### src/rtl/cache_refill_ctrl.sv
// Refill / write-through engine between the 2-way cache controller and the 32x8 synchronous RAM.
// Optional `REFILL_PERF_CNT_EN adds saturating refill/write event counters.
module cache_refill_ctrl #(
  parameter int ADDR_W  = 5,
  parameter int DATA_W  = 8,
  parameter int RAM_LAT = 1
) (
  input  logic              clock,
  input  logic              reset,
  input  logic              req_valid,
  output logic              req_ready,
  input  logic              req_write,
  input  logic [ADDR_W-1:0] req_addr,
  input  logic [DATA_W-1:0] req_wdata,
  input  logic              req_way,
  output logic [ADDR_W-1:0] ram_addr,
  output logic [DATA_W-1:0] ram_wdata,
  output logic              ram_wren,
  input  logic [DATA_W-1:0] ram_rdata,
  output logic [2:0]        line_index,
  output logic [11:0]       line_data,
  output logic              line_wren_way0,
  output logic              line_wren_way1,
  output logic              done_valid,
  output logic [DATA_W-1:0] done_data,
  output logic              busy
`ifdef REFILL_PERF_CNT_EN
  ,
  output logic [15:0]       refill_count,
  output logic [15:0]       write_count
`endif
);

  if (RAM_LAT < 1 || RAM_LAT > 3 || ADDR_W < 5 || DATA_W != 8) begin : g_bad_param
    $error("cache_refill_ctrl: RAM_LAT must be 1..3, ADDR_W >= 5, DATA_W == 8");
  end

  typedef enum logic [2:0] {IDLE, RD_WAIT, FILL, WR, DONE} state_t;

  state_t            state, state_next;
  logic [1:0]        lat_cnt;
  logic              way_q;
  logic              line_we;
  logic [DATA_W-1:0] line_byte;

  always_ff @(posedge clock) begin
    if (reset) begin
      state     <= IDLE;
      ram_addr  <= '0;
      ram_wdata <= '0;
      way_q     <= 1'b0;
      lat_cnt   <= '0;
      done_data <= '0;
    end else begin
      state <= state_next;
      if (state == IDLE && req_valid) begin
        ram_addr  <= req_addr;
        ram_wdata <= req_wdata;
        way_q     <= req_way;
        lat_cnt   <= 2'(RAM_LAT - 1);
      end
      if (state == RD_WAIT && lat_cnt != '0)
        lat_cnt <= lat_cnt - 2'd1;
      if (state == FILL)
        done_data <= ram_rdata;
      if (state == WR)
        done_data <= ram_wdata;
    end
  end

  always_comb begin
    state_next = state;
    req_ready  = 1'b0;
    ram_wren   = 1'b0;
    line_we    = 1'b0;
    line_byte  = '0;
    done_valid = 1'b0;
    case (state)
      IDLE: begin
        req_ready = 1'b1;
        if (req_valid)
          state_next = req_write ? WR : RD_WAIT;
      end
      RD_WAIT: begin
        if (lat_cnt == '0)
          state_next = FILL;
      end
      FILL: begin
        line_we    = 1'b1;
        line_byte  = ram_rdata;
        state_next = DONE;
      end
      WR: begin
        ram_wren   = 1'b1;
        line_we    = 1'b1;
        line_byte  = ram_wdata;
        state_next = DONE;
      end
      DONE: begin
        done_valid = 1'b1;
        state_next = IDLE;
      end
      default: state_next = IDLE;
    endcase
  end

  // Line is always written valid with lru cleared; the controller owns the sibling LRU bit.
  assign line_data      = line_we ? {1'b1, 1'b0, ram_addr[4:3], line_byte} : '0;
  assign line_index     = ram_addr[2:0];
  assign line_wren_way0 = line_we & ~way_q;
  assign line_wren_way1 = line_we & way_q;
  assign busy           = (state != IDLE);

`ifdef REFILL_PERF_CNT_EN
  always_ff @(posedge clock) begin
    if (reset) begin
      refill_count <= '0;
      write_count  <= '0;
    end else begin
      if (state_next == FILL && state != FILL && refill_count != '1)
        refill_count <= refill_count + 16'd1;
      if (state_next == WR && state != WR && write_count != '1)
        write_count <= write_count + 16'd1;
    end
  end
`endif

endmodule

### config.mk
export PLATFORM = sky130hd
export DESIGN_NAME = cache_refill_ctrl
export DESIGN_NICKNAME = d
export VERILOG_FILES = /design/src/rtl/cache_refill_ctrl.sv
export SDC_FILE = /design/constraint.sdc
export NUM_CORES = 1
export LEC_CHECK = 0
export CORE_MARGIN = 5
export CORE_UTILIZATION = 25
export DETAILED_ROUTE_END_ITERATION = 10
export PLACE_DENSITY_LB_ADDON = 0.08
export SYNTH_ARGS = -nofsm -noshare
export SYNTH_HDL_FRONTEND = slang
export SYNTH_SLANG_ARGS = --single-unit
### constraint.sdc
create_clock -name clock -period 1.7 [get_ports clock]
set_input_delay 0.34 -clock clock [delete_from_list [all_inputs] [get_ports clock]]
set_output_delay 0.34 -clock clock [all_outputs]
set_load 0.005 [all_outputs]
# Word level (Yosys, flattened, before mapping)
# Cells that the tools add are included.
# Widths: inputs -> output; s select.
# totals
reg_bits	27
out_inout_bits	42
# classes
n_addsub	1
eq_ne	6
n_mux	14
n_bitwise	3
n_reduce_logical	10
# ops
op	n
$mux 8	2
$pmux 8 s2	1
$mux 12	1
$pmux 3 s3	1
$eq 3x2->1 const B	2
$mux 2	3
$mux 3	2
$reduce_bool 2->1	3
$mux 1	4
$eq 3x1->1 const B	1
$eq 3x3->1 const B	1
$logic_not 3->1	1
$reduce_bool 3->1	1
$and 1x1->1	2
$logic_and 1x1->1	2
$logic_not 2->1	1
$ne 2x1->1 const B	1
$ne 2x2->1 const B	1
$reduce_and 2->1	1
$reduce_or 2->1	1
$sub 2x1->2 const B	1
$not 1->1	1

# Longest topological paths before layout
# depth
ltp_word	4
depth_mapped	6

# Worst setup path before layout
# No wires, ideal clock.
# synth_timing
path_kind	reg-to-reg
startpoint	register state[0]
endpoint	register ram_addr[0]
setup_time_ps	134
arrival_ps	1301
path_slack_ps	265
stages_incl_launch_ff	7
period_less_slack_ps	1435
path_cell_list	dfxtp_1 -> buf_6 -> or4b_4 -> buf_6 -> buf_6 -> nand2_1 -> a21oi_1
# synth_between
elab_chain_len	2
# synth_lines
element	line_no	rtl
start, declared	40	state_t state, state_next;
start signal, assigned	55	state <= state_next;
$logic_not 3->1	56	if (state == IDLE && req_valid) begin
$logic_and 1x1->1	56	
end signal, assigned	57	ram_addr <= req_addr;
end, declared	16	output logic [ADDR_W-1:0] ram_addr,
# No other way between the ends.
# A chain may end at the register's enable or synchronous reset.

# Worst setup path after layout
# layout_timing
startpoint	register state[0]
endpoint	output line_data[4]
# layout_between
elab_chain_len	4
elab_cells_between_ends	6
cone_classes	2 x eq/ne; 3 x mux; 1 x reduce/logical
# layout_lines
element	line_no	rtl
$eq 3x2->1	78	case (state)
$reduce_or 2->1 (no line)	--	
$mux 1	78	
$mux 12 *	108	assign line_data = line_we ? {1'b1, 1'b0, ram_addr[4:3], line_byte} : '0;
end, declared	21	output logic [11:0] line_data,
# Mark *: on every way between the ends. The rest lies on a longest branch, timed or not.

==> metrics.txt <==
Critical Path AT=1.33 ns; mean number of vias per cell=4.43; number of failing setup endpoints in the final timing report=0; Final Max Tran Viols=0; Yosys top cell by area=sky130_fd_sc_hd__dfxtp_1; total track usage=12.2%; Clock Latency Late Sink=0.27 ns; startpoint of the tightest hold check path=way_q; Cell Pwr Density=711 nW/um2; sequential share of power=45.8%; global-route wire length before repair=6090 um; count of unresolved DRC violations after routing=0; largest voltage drop on the vdd net=0.349 mV; number of nets in the synthesized netlist=172; number of primary I/O pins=68; Seq/Total Area, Yosys=44.8%; r2r startpoint=lat_cnt[0]; switching share of total power=27.3%; Data required, critical path=1.36 ns; P_leak=0.879 nW; Non-Filler Cell Area, Final=2200 um2; worst reg-to-reg path cell count=5; CTS tree=done; detailed placement HPWL=2860 um; number of distinct standard cells referenced by the synthesized netlist=24; classification of the worst setup path=flop to output port; total wirelength of the detailed-routed design=3840 um; placeable core region=4690 um2; flip-flop and latch count after synthesis=27; Power Internal=0.00114 W; Initial DRC Count=18; layout cell share with drive strength beyond 1=22.6%; Synth warnings=0; die boundary width=79.5 um; number of antenna violations at the first check in global routing=0; NetSw=0.000426 W; number of buffers created by CTS=3; post-synthesis instance total=around 150; f_max=600 MHz; critical-path maximum fanout=4; Die Footprint=6310 um2; maximum clock insertion buffer count=2; count of antenna diodes in the layout=0; area added between synthesis and finish=82.1%; count of cells along the worst hold path=2; final worst slack=0.0343 ns; Synth Area per Inst=8.32 um2; Hold Path End=way_q; final weighted congestion of routability-driven global placement=approximately 0.71; top area cells in the synthesized netlist=sky130_fd_sc_hd__dfxtp_1, sky130_fd_sc_hd__nand2_1, sky130_fd_sc_hd__a21oi_1, sky130_fd_sc_hd__mux2i_1, sky130_fd_sc_hd__nor2_1; Fillers=around 460; # nets final=254; pin count of the biggest net entering global routing=18; number of buffer cells added on primary ports=66; post-route fraction of the period consumed by the critical path=98.0%; count of antenna-violating nets left after detailed routing=0; number of search-and-repair iterations in the first detailed-routing pass=4; Max-cap violations=0; post-place setup slack=-0.136 ns; FF-to-FF setup slack=between 0.15 and 0.2 ns; Hold WC Path Type=flop to flop; vias in the first global route=1,261; worst reg2reg endpoint=lat_cnt[1]; clock-pin slew on the worst setup and hold paths=roughly 0.10 ns; remaining global-route overflow=0; Clock Sinks=27; Cell Area, Synth=1210 um2; Starting Density=between 20% and 30%; unrepaired setup endpoints after global routing=true; post-place instance area=1970 um2; chip height=around 80 um; run status=finished clean; worst setup path startpoint=state[0]; CP startpoint kind=flop; final standard cell utilization of the core=46.8%; vias post-DR=1,240; H-tree depth=1; final worst path period need=1.67 ns; wire per inst=13.7 um; Clock Power Share=23.9%; Cell Rows=25; root buffer cell=sky130_fd_sc_hd__clkbuf_8; final worst clock skew=0.00397 ns; top-area cell type share of the netlist area=roughly 45%; number of hold violations in the final report=0; part of the total power dissipated in combinational logic=30.3%; crit path capture type=output port
cells in the final DEF (no fill, tap or decap), types with 2 or more instances in the layout:
| master | instances |
|---|---|
| sky130_fd_sc_hd__clkdlybuf4s50_1 | 49 |
| sky130_fd_sc_hd__nand2_1 | 29 |
| sky130_fd_sc_hd__dfxtp_1 | 24 |
| sky130_fd_sc_hd__buf_4 | 23 |
| sky130_fd_sc_hd__nor2_1 | 18 |
| sky130_fd_sc_hd__a21oi_1 | 16 |
| sky130_fd_sc_hd__a211oi_1 | 8 |
| sky130_fd_sc_hd__dlygate4sd2_1 | 8 |
| sky130_fd_sc_hd__clkdlybuf4s15_1 | 6 |
| sky130_fd_sc_hd__mux2i_4 | 5 |
| sky130_fd_sc_hd__and2_1 | 4 |
| sky130_fd_sc_hd__inv_1 | 3 |
| sky130_fd_sc_hd__clkbuf_8 | 3 |
| sky130_fd_sc_hd__mux2i_2 | 2 |
| sky130_fd_sc_hd__or4b_4 | 2 |
| sky130_fd_sc_hd__nand3_1 | 2 |
| sky130_fd_sc_hd__clkbuf_2 | 2 |
| sky130_fd_sc_hd__buf_8 | 2 |
| sky130_fd_sc_hd__dfxtp_2 | 2 |
flip-flops by register name, indices dropped and copies added, names as in the netlist:
signal and cells:
done_data 8, ram_wdata 8, ram_addr 5, state 3, lat_cnt 2, way_q 1
cells by family (layout without fill, tap and decap cells):
family	Yosys count	count (layout)	share of synthesized area [%]
mux	8	8	6.64
simple gates	62	62	24.3
buf+inv	20	101	9.85
compound gates	26	26	13.1
other cells	1	1	0.311
fa+ha+maj	1	1	1.04
flops	27	27	44.8
area by class of cell:
cell class / count / area (um2) / share of cell area, %
clock inverters: 1 / 5.00 / 0.228
inverters: 4 / 17.5 / 0.798
multi-input cells: 98 / 641 / 29.2
clock buffers: 3 / 41.3 / 1.88
flip-flops and latches: 27 / 547 / 24.9
repair buffers: 93 / 877 / 39.9
well taps: 54 / 67.6 / 3.08
per-stage QoR:
stage | TNS [ns] | hold WS, ns | cells | power, W
6_report | 0 | 0.475 | 280 | 0.00156
5_1_grt | -0.0375 | 0.492 | 280 | 0.00166
4_1_cts | -0.162 | 0.478 | 277 | 0.00154
3_5_place_dp | -1.77 | 0.462 | 268 | 0.00114
3_3_place_gp | -1.41 | 0.450 | 268 | 0.00114
2_1_floorplan | 0 | 0.444 | 145 | 0.000892
how the worst max path moves through the flow:
| stage | endpoint | slack (ns) |
|---|---|---|
| floorplan | ram_addr[0] | 0.26 |
| global placement | line_data[7] | -0.14 |
| detailed placement | line_data[7] | -0.14 |
| CTS | line_data[0] | -0.16 |
| global route | line_data[4] | -0.03 |
| finish | line_data[4] | 0.03 |
power by group through the flow:
| stage | clock network (W) | registers [W] | logic, W |
|---|---|---|---|
| global placement | 0 | 0.000721 | 0.000416 |
| finish | 0.000374 | 0.000715 | 0.000473 |
| floorplan | 0 | 0.000724 | 0.000168 |
| detailed placement | 0 | 0.000723 | 0.000420 |
| CTS | 0.000390 | 0.000711 | 0.000438 |
| global route | 0.000422 | 0.000723 | 0.000513 |
critical path, stage by stage (launching register included):
cell,delay [ns]
sky130_fd_sc_hd__dfxtp_4,0.38
sky130_fd_sc_hd__buf_8,0.13
sky130_fd_sc_hd__mux2i_1,0.23
sky130_fd_sc_hd__nor2_1,0.05
sky130_fd_sc_hd__dlygate4sd2_1,0.26
cells in the mapped netlist:
library cell / n
sky130_fd_sc_hd__nand2_1: 29
sky130_fd_sc_hd__dfxtp_1: 27
sky130_fd_sc_hd__nor2_1: 18
sky130_fd_sc_hd__a21oi_1: 16
sky130_fd_sc_hd__a211oi_1: 8
sky130_fd_sc_hd__mux2i_1: 8
sky130_fd_sc_hd__clkbuf_1: 6
sky130_fd_sc_hd__buf_4: 5
sky130_fd_sc_hd__and2_1: 4
sky130_fd_sc_hd__inv_1: 4
sky130_fd_sc_hd__buf_6: 3
sky130_fd_sc_hd__buf_2: 2
sky130_fd_sc_hd__nand2b_1: 2
sky130_fd_sc_hd__nand3_1: 2
sky130_fd_sc_hd__or4b_4: 2
sky130_fd_sc_hd__a2111oi_0: 1
sky130_fd_sc_hd__a21oi_2: 1
sky130_fd_sc_hd__conb_1: 1
sky130_fd_sc_hd__ha_1: 1
sky130_fd_sc_hd__nand3b_1: 1
sky130_fd_sc_hd__nor3_1: 1
sky130_fd_sc_hd__nor3b_1: 1
sky130_fd_sc_hd__nor4b_2: 1
sky130_fd_sc_hd__or2_0: 1
routing by layer:
metal  share of wire, %  wire [um]  vias up  GRT usage, %
met2                 50       1940       38          20.7
met3                5.9        226        2          3.27
met4               0.60         23        0          4.12
met5                  0          0        -             0
li1                   -          -      638             -
met1                 43       1650      562          14.9
timing repair:
item	CTS	global route
hold buffers	0	0
pin swaps	0	0
hold endpoints to repair	0	0
setup buffers	5	3
resized for setup	27	26
setup endpoints to repair	17	11
Power figures use the tool's default switching activity.
